--- config.mk ---
export PLATFORM = sky130hd
export DESIGN_NAME = wrapper_ctrl
export DESIGN_NICKNAME = d
export VERILOG_FILES = /design/src/rtl/wrapper_pkg.sv /design/src/rtl/wir_reg.sv /design/src/rtl/wrapper_ctrl.sv
export SDC_FILE = /design/constraint.sdc
export NUM_CORES = 1
export LEC_CHECK = 0
export CORE_AREA = 5 5 42 44
export DETAILED_ROUTE_END_ITERATION = 12
export DIE_AREA = 0 0 47 49
export GPL_TIMING_DRIVEN = 0
export PLACE_DENSITY_LB_ADDON = 0.3
export RECOVER_POWER = 50
export SLEW_MARGIN = 5
export SYNTH_ARGS = -nofsm -noshare
export SYNTH_HDL_FRONTEND = slang
export SYNTH_SLANG_ARGS = --single-unit
--- constraint.sdc ---
create_clock -name CLK -period 2 [get_ports CLK]
set_input_delay 0.3 -clock CLK [delete_from_list [all_inputs] [get_ports CLK]]
set_output_delay 0.3 -clock CLK [all_outputs]
set_load 0.01 [all_outputs]
--- src/rtl/wrapper_pkg.sv ---
`default_nettype none
// +----------------------------------------------------------------------+
// | wrapper_pkg : shared encodings for the IEEE 1500 wrapper controller   |
// | Rev 1.0                                                              |
// +----------------------------------------------------------------------+
package wrapper_pkg;

  localparam int WS_BYPASS  = 0;
  localparam int WS_EXTEST  = 1;
  localparam int WS_INTEST  = 2;
  localparam int WS_PRELOAD = 3;

  // Low bits loaded into the WIR on Capture; upper bits are zero-filled.
  localparam logic [1:0] WIR_CAPTURE = 2'b01;

endpackage : wrapper_pkg
`default_nettype wire

--- src/rtl/wir_reg.sv ---
`default_nettype none
// +----------------------------------------------------------------------+
// | wir_reg : WIR shift stage and instruction (update) register           |
// | Rev 1.0                                                              |
// +----------------------------------------------------------------------+
module wir_reg
  import wrapper_pkg::*;
#(
  parameter int WIR_W = 3
) (
  input  logic             clk,
  input  logic             reset,
  input  logic             en,
  input  logic             capture,
  input  logic             shift,
  input  logic             update,
  input  logic             wsi,
  output logic             wir_so,
  output logic [WIR_W-1:0] wir_instr
);

  logic [WIR_W-1:0] r_wir_sr;
  logic [WIR_W-1:0] r_wir_instr;

  // en already guarantees exactly one event is active this cycle.
  always_ff @(posedge clk) begin
    if (reset) begin
      r_wir_sr    <= '0;
      r_wir_instr <= '0;
    end else if (en) begin
      if (capture) begin
        r_wir_sr <= {{(WIR_W-2){1'b0}}, WIR_CAPTURE};
      end else if (shift) begin
        r_wir_sr <= {wsi, r_wir_sr[WIR_W-1:1]};
      end else if (update) begin
        r_wir_instr <= r_wir_sr;
      end
    end
  end

  assign wir_so    = r_wir_sr[0];
  assign wir_instr = r_wir_instr;

endmodule : wir_reg
`default_nettype wire

--- src/rtl/wrapper_ctrl.sv ---
`default_nettype none
// +----------------------------------------------------------------------+
// | wrapper_ctrl : WSP decode, WIR/WBY, WSO mux and boundary cell control |
// | Rev 1.0                                                              |
// +----------------------------------------------------------------------+
module wrapper_ctrl
  import wrapper_pkg::*;
#(
  parameter int WIR_W = 3
) (
  input  logic             CLK,
  input  logic             reset,
  input  logic             WSI,
  input  logic             SelectWIR,
  input  logic             CaptureWR,
  input  logic             ShiftWR,
  input  logic             UpdateWR,
  input  logic             wbr_so,
  output logic             WSO,
  output logic             wse_inputs,
  output logic             hold_inputs,
  output logic             wse_outputs,
  output logic             hold_outputs,
  output logic [WIR_W-1:0] wir_instr,
  output logic             wsp_err
);

  localparam logic [WIR_W-1:0] c_extest  = WIR_W'(WS_EXTEST);
  localparam logic [WIR_W-1:0] c_intest  = WIR_W'(WS_INTEST);
  localparam logic [WIR_W-1:0] c_preload = WIR_W'(WS_PRELOAD);

  logic [1:0] w_ev;
  logic       w_ev_one;
  logic       w_ev_ill;
  logic       w_wir_so;
  logic       w_is_extest;
  logic       w_is_intest;
  logic       w_is_preload;
  logic       w_wbr_sel;
  logic       w_d_ok;
  logic       w_wse;
  logic       r_wby;
  logic       r_wsp_err;

  assign w_ev     = {1'b0, CaptureWR} + {1'b0, ShiftWR} + {1'b0, UpdateWR};
  assign w_ev_one = (w_ev == 2'd1);
  assign w_ev_ill = (w_ev >= 2'd2);

  wir_reg #(
    .WIR_W (WIR_W)
  ) u_wir_reg (
    .clk       (CLK),
    .reset     (reset),
    .en        (SelectWIR & w_ev_one),
    .capture   (CaptureWR),
    .shift     (ShiftWR),
    .update    (UpdateWR),
    .wsi       (WSI),
    .wir_so    (w_wir_so),
    .wir_instr (wir_instr)
  );

  // Codes above PRELOAD fall through every compare and behave as BYPASS.
  assign w_is_extest  = (wir_instr == c_extest);
  assign w_is_intest  = (wir_instr == c_intest);
  assign w_is_preload = (wir_instr == c_preload);
  assign w_wbr_sel    = w_is_extest | w_is_intest | w_is_preload;

  always_ff @(posedge CLK) begin
    if (reset) begin
      r_wby     <= 1'b0;
      r_wsp_err <= 1'b0;
    end else begin
      if (w_ev_ill) begin
        r_wsp_err <= 1'b1;
      end
      if (!SelectWIR && !w_wbr_sel && w_ev_one) begin
        if (CaptureWR) begin
          r_wby <= 1'b0;
        end else if (ShiftWR) begin
          r_wby <= WSI;
        end
      end
    end
  end

  assign WSO = SelectWIR ? w_wir_so : (w_wbr_sel ? wbr_so : r_wby);

  // Illegal combinations fail d_ok, which forces shift off and hold on.
  assign w_d_ok       = !SelectWIR && w_wbr_sel && w_ev_one;
  assign w_wse        = w_d_ok && ShiftWR;
  assign wse_inputs   = w_wse;
  assign wse_outputs  = w_wse;
  assign hold_inputs  = !(w_d_ok && CaptureWR && (w_is_extest || w_is_preload)) && !w_wse;
  assign hold_outputs = !(w_d_ok && CaptureWR && (w_is_intest || w_is_preload)) && !w_wse;
  assign wsp_err      = r_wsp_err;

endmodule : wrapper_ctrl
`default_nettype wire

==> metrics.txt, run 1 <==
crit end category primary output; die width approximately 47 microns; Buf/Inv on CP 4; initial antenna violation count 0; family with the most delay on the worst path simple AND/OR/NAND/NOR gates; Overflow after GRT 0; Layout area overhead 63.6%; crit path time final 1.99 ns; Yosys reg bits 8; status complete, no violations; Via Count 493; met2 WL 625 microns; Setup-failing EPs final 0; Critical Path AT 1.69 ns; crit path cell chain buf_8 > inv_8 > fa_1 > or3b_4 > nor3_4 > buf_4 > buf_6; RSZ-0062 raised after global routing true; DR top layer met4; WL met1 528 microns; # clock sinks 8; DR iter-0 viols 7; I/O pins 17; DIE HEIGHT 49 microns; H-tree Lvls 1; min-delay worst type in -> reg; top cell type's share of synthesized area 0.362; Ys Warns 0; CP Launch Type input port; post-DP HPWL 878 microns; maximum vdd drop 0.000290 V; fill cell count around 160; worst clock skew 0.00608 ns; Gate Count Post-Synth 53; Crit Path Category in -> out; core area between 1000 and 1500 sq um; sequential area share after synthesis 0.362; Starting Density 0.316; placed cell areas ~630 sq um; row cnt 14; # port buffers 16; Max clock buf depth 2; power consumption between 0.0003 and 0.0004 W; ant diodes 0; die area 2300 sq um; fin worst setup slack 0.0130 ns; WP data required 1.70 ns; fraction of layout cells with a size suffix above 1 0.333; Vias/cell 5.24; nets 89; Final Hold Viols 0; Place WS -1.07 ns; vias in the first global route 452; Yosys top cell by area dfxtp_1; clock slew at reported path FFs 0.06 ns; first-pass GRT wire length 1970 microns; slowest cell on the critical path fa_1; crit-path max FO 3; number of max-cap violations 0; max incr delay on CP 0.49 ns; Antenna Nets Post-Route 0; slew margin rel. 0.702; post-synth cell types 22; LEAKAGE 0.311 nW; DRT Pass-1 Iters 4; Residual DRC 0; Synth Cell Area about 440 sq um; final wirelength 1240 microns; RD Place Congestion 0.846; Finished Cell Area 724 sq um; GRT Total Usage 0.118; CTS buffer count 3; Synthesized Nets 62; fmax ~500 MHz; largest net degree at the start of global routing 8; clk_lat worst skew 0.26 ns; Mean Syn Cell Area about 8.4 sq um; # hold bufs at CTS 0; Slew Viols, Final 0; crit share post-route 0.993; routed wl met3 ~70 microns; CTS root buf clkbuf_4; routed wire length per instance 13.2 microns; CTS tree yes; pwr dens slightly above 500 nW/um^2; Synth area leaders dfxtp_1 (36%), o21ai_0 (9.0%), nand4_1 (7.1%); Worst-Margin Slew about 0.45 ns
metrics by stage:
stage	instances	TNS (ns)	utilization	hold slack [ns]
finish	94	0	0.517	0.324
global route	94	-0.0827	0.517	0.336
CTS	92	-0.0794	0.504	0.322
detailed placement	85	-6.13	0.448	0.445
global placement	85	-5.39	0.448	0.437
floorplan	53	0	-	0.369
worst paths after layout:
kind / to / start / slack, ns / depth (start not counted)
worst max-delay path: wse_outputs / CaptureWR / 0.01 / 7
worst min-delay path: u_wir_reg.wir_instr[0] / UpdateWR / 0.32 / 3
worst max register to register: u_wir_reg.r_wir_sr[0] / u_wir_reg.r_wir_sr[1] / 0.94 / 2
worst min register to register: wsp_err / wsp_err / 0.45 / 2
timing repair:
action | CTS | global route
buffers inserted | 4 | 2
gates resized for setup | 47 | 1
pin swaps | 3 | 2
endpoints found under the setup margin | 8 | 5
logic make-up after synthesis:
logic type | after synthesis | synth area share
compound gates | 16 | 0.198
fa+ha+maj | 1 | 0.0452
buf+inv | 6 | 0.0593
flops | 8 | 0.362
mux | 2 | 0.0452
simple gates | 20 | 0.291
synth_stat cells:
library cell,n
a21oi_1,6
nor3_1,1
and3b_1,1
nand3b_1,1
inv_1,4
or4_1,1
o211a_1,1
nand2_1,2
nor2_1,3
nor3b_1,2
o21ai_0,8
nand4_1,5
mux2i_1,2
or3b_2,1
o21bai_1,1
nand3_1,1
inv_2,1
dfxtp_1,8
or3b_1,1
nor3b_2,1
fa_1,1
buf_4,1
registers in the layout, summed over array words and instances (netlist names):
signal	count
r_wby	1
wsp_err	1
u_wir_reg.r_wir_sr	3
u_wir_reg.wir_instr	3
layer usage:
metal / up-vias / track usage
met5: - / 0
met4: 0 / 0.0553
met3: 4 / 0.0258
met2: 14 / 0.186
met1: 230 / 0.147
li1: 245 / -
worst reg2reg max path, cell delays in order (launching register included):
cell and delay, ns:
dfxtp_1 0.32, or4_1 0.51, o211a_1 0.14
report_power, final:
group          switching (W)  internal [W]  leakage (nW)
Sequential        0.00000230      0.000163        0.0649
Combinational      0.0000382     0.0000456         0.232
Clock              0.0000577     0.0000689        0.0138
placed cells by master (no fill, tap or decap), types with 2 or more instances in the layout:
| master | n |
|---|---|
| buf_2 | 3 |
| mux2i_1 | 2 |
| inv_1 | 2 |
| clkdlybuf4s50_1 | 8 |
| nand2_1 | 2 |
| nand4_1 | 5 |
| nor3b_1 | 2 |
| nor2_1 | 2 |
| buf_6 | 3 |
| o21ai_0 | 8 |
| dfxtp_1 | 8 |
| a21oi_1 | 6 |
| clkbuf_4 | 3 |
| buf_4 | 7 |
layout make-up:
type | count | area, sq um | share of cell area
repair buffers | 22 | 201 | 0.278
well taps | 16 | 20.0 | 0.0276
flip-flops and latches | 8 | 160 | 0.221
inverters | 5 | 28.8 | 0.0397
plain buffers | 1 | 7.51 | 0.0104
multi-input cells | 39 | 284 | 0.392
clock buffers | 3 | 22.5 | 0.0311
(Power assumes the default switching activity.)
==> inputs of run 2 (changes only) <==
--- a/config.mk
+++ b/config.mk
@@ -5,9 +5,9 @@
 export SDC_FILE = /design/constraint.sdc
 export NUM_CORES = 1
 export LEC_CHECK = 0
-export CORE_AREA = 5 5 42 44
+export CORE_AREA = 2 2 39 41
 export DETAILED_ROUTE_END_ITERATION = 12
-export DIE_AREA = 0 0 47 49
+export DIE_AREA = 0 0 41 43
 export GPL_TIMING_DRIVEN = 0
 export PLACE_DENSITY_LB_ADDON = 0.3
 export RECOVER_POWER = 50
==> run 2 against run 1 <==
  * Final cell count down 1.1%
  * Hold slack better by 0.012 ns
  * Largest power group unchanged
  * Routed wire length is 9.3% lower
  * Die area is 23% lower
  * Count of clock-buffer cells in the layout unchanged
  * Sequential share of layout area is 0.47 points higher
  * Non-clock buffer count down 1
==> metrics.txt, run 2 (same netlist as run 1, synthesis figures left out) <==
status complete, no violations; slew margin rel. 0.701 (-0.000729); Overflow after GRT 0 (unchanged); Layout area overhead 60.2%; LEAKAGE 0.283 nW (-9.2%); RD Place Congestion 0.722 (-15%); GRT Total Usage 0.149 (+0.0312); Worst-Margin Slew 0.447 ns (+0.00109 ns); Slew Viols, Final 0 (unchanged); I/O pins 17 (unchanged); Starting Density 0.320 (+0.00400); clock share of power 0.341 (+0.004); crit path time final 1.97 ns (-0.0184 ns); clock slew at reported path FFs 0.05 ns (about the same); GRT busiest layer met2; switching share of total power 0.252 (-0.00898); M1 GR Usage 0.179 (+0.0325); Hold WS 0.336 ns (+0.0121 ns); routed wire length per instance 12.1 microns (-8.3%); Core Util, Final 0.513 (-0.00431); Max clock buf depth 2 (unchanged); post-DP HPWL 817 microns (-7.0%); clk_lat worst skew 0.26 ns (about the same); die area 1760 sq um (-23%); Antenna Nets Post-Route 0 (unchanged); maximum vdd drop 0.000221 V (-24%); crit-path max FO 3 (unchanged); CTS buffer count 3 (unchanged); crit end category primary output; most frequent cells in the layout o21ai_0 (8), dfxtp_1 (8), clkdlybuf4s50_1 (7); # hold bufs at CTS 0 (unchanged); crit share post-route 0.984 (-0.00918); Residual DRC 0 (unchanged); Critical Path AT 1.67 ns (-0.02 ns); # clock sinks 8 (unchanged); pwr dens 516 nW/um^2 (-0.50%); largest net degree at the start of global routing 8 (unchanged); DIE HEIGHT 43 microns (-12%); row cnt 14 (unchanged); fill cell count 143 (-7.7%); initial antenna violation count 0 (unchanged); RSZ-0062 raised after global routing true; final wirelength 1130 microns (-9.3%); min-delay worst type in -> reg; Crit Path Category in -> out; CTS root buf clkbuf_4; fmax 508 MHz (+0.93%); WP data required 1.70 ns (about the same); first-pass GRT wire length 1730 microns (-12%); Via Count 491 (-0.41%); fraction of layout cells with a size suffix above 1 0.325 (-0.00866); number of max-cap violations 0 (unchanged); Gate power share 0.207 (-0.016); power consumption 0.000366 W (-2.6%); core area 1380 sq um (-1.2%); switching pwr 0.0000923 W (-5.9%); sequential power share 0.452 (+0.011); CTS tree yes; Setup-failing EPs final 0 (unchanged); worst hold path depth 3 (unchanged); Vias/cell 5.28 (+0.67%); Final Hold Viols 0 (unchanged); nets 88 (-1.1%); M2 GR Usage 0.225 (+0.0395); internal power 0.000274 W (-1.4%); CP Launch Type input port; ant diodes 0 (unchanged); R2R cell count 2 (unchanged); worst clock skew 0.00900 ns (+0.00292 ns); vias in the first global route 429 (-5.1%); DRT Pass-1 Iters 4 (unchanged); met3 Use GR 0.0314 (+0.00558); H-tree Lvls 1 (unchanged); DR iter-0 viols 7 (unchanged); Setup TNS 0 ns (unchanged); # port buffers 16 (unchanged); die width 41 microns (-13%)
## run 2: final timing paths
path / start / to / slack, ns
setup / recovery: UpdateWR / wse_outputs / 0.03
setup reg to reg: u_wir_reg.r_wir_sr[1] / u_wir_reg.r_wir_sr[0] / 0.93
hold reg to reg: wsp_err / wsp_err / 0.44
hold / removal: ShiftWR / u_wir_reg.r_wir_sr[2] / 0.34
## run 2: power by group through the flow
stage          Clock (W)  Sequential, W  Combinational (W)
2_1_floorplan          0       0.000170          0.0000270
3_3_place_gp           0       0.000169          0.0000583
3_5_place_dp           0       0.000169          0.0000585
4_1_cts         0.000131       0.000166          0.0000743
5_1_grt         0.000138       0.000166          0.0000825
6_report        0.000125       0.000166          0.0000757
## run 2: per-layer routing
layer | part of all wire | vias up
li1 | - | 247
met1 | 0.44 | 226
met2 | 0.47 | 15
met3 | 0.065 | 3
met4 | 0.022 | 0
met5 | 0 | -
## run 2: cell type report
class                   count  area, sq um  area share
plain buffers               1         7.51      0.0106
clock buffers               3         22.5      0.0317
inverters                   5         26.3      0.0370
multi-input cells          39          278       0.392
flip-flops and latches      8          160       0.226
well taps                  16         20.0      0.0282
repair buffers             21          195       0.275
## run 2: metrics by stage
step / std cells / setup WS (ns) / area (sq um)
4_1_cts: 92 / -0.0575 / 694
3_3_place_gp: 85 / -1.01 / 628
3_5_place_dp: 85 / -1.03 / 628
6_report: 93 / 0.0314 / 709
2_1_floorplan: 53 / 0.0284 / 448
5_1_grt: 93 / -0.00991 / 709
## run 2: repair_timing
action,4_1_cts,5_1_grt
pin swaps,3,2
buffers inserted,4,1
gates resized for setup,45,1
hold endpoints to repair,0,0
endpoints found under the setup margin,7,5
## run 2: critical path, stage by stage
cell and delay (ns):
buf_8 0.08, inv_4 0.03, fa_1 0.49, or3b_4 0.42, nor3_2 0.13, buf_4 0.13, buf_6 0.09
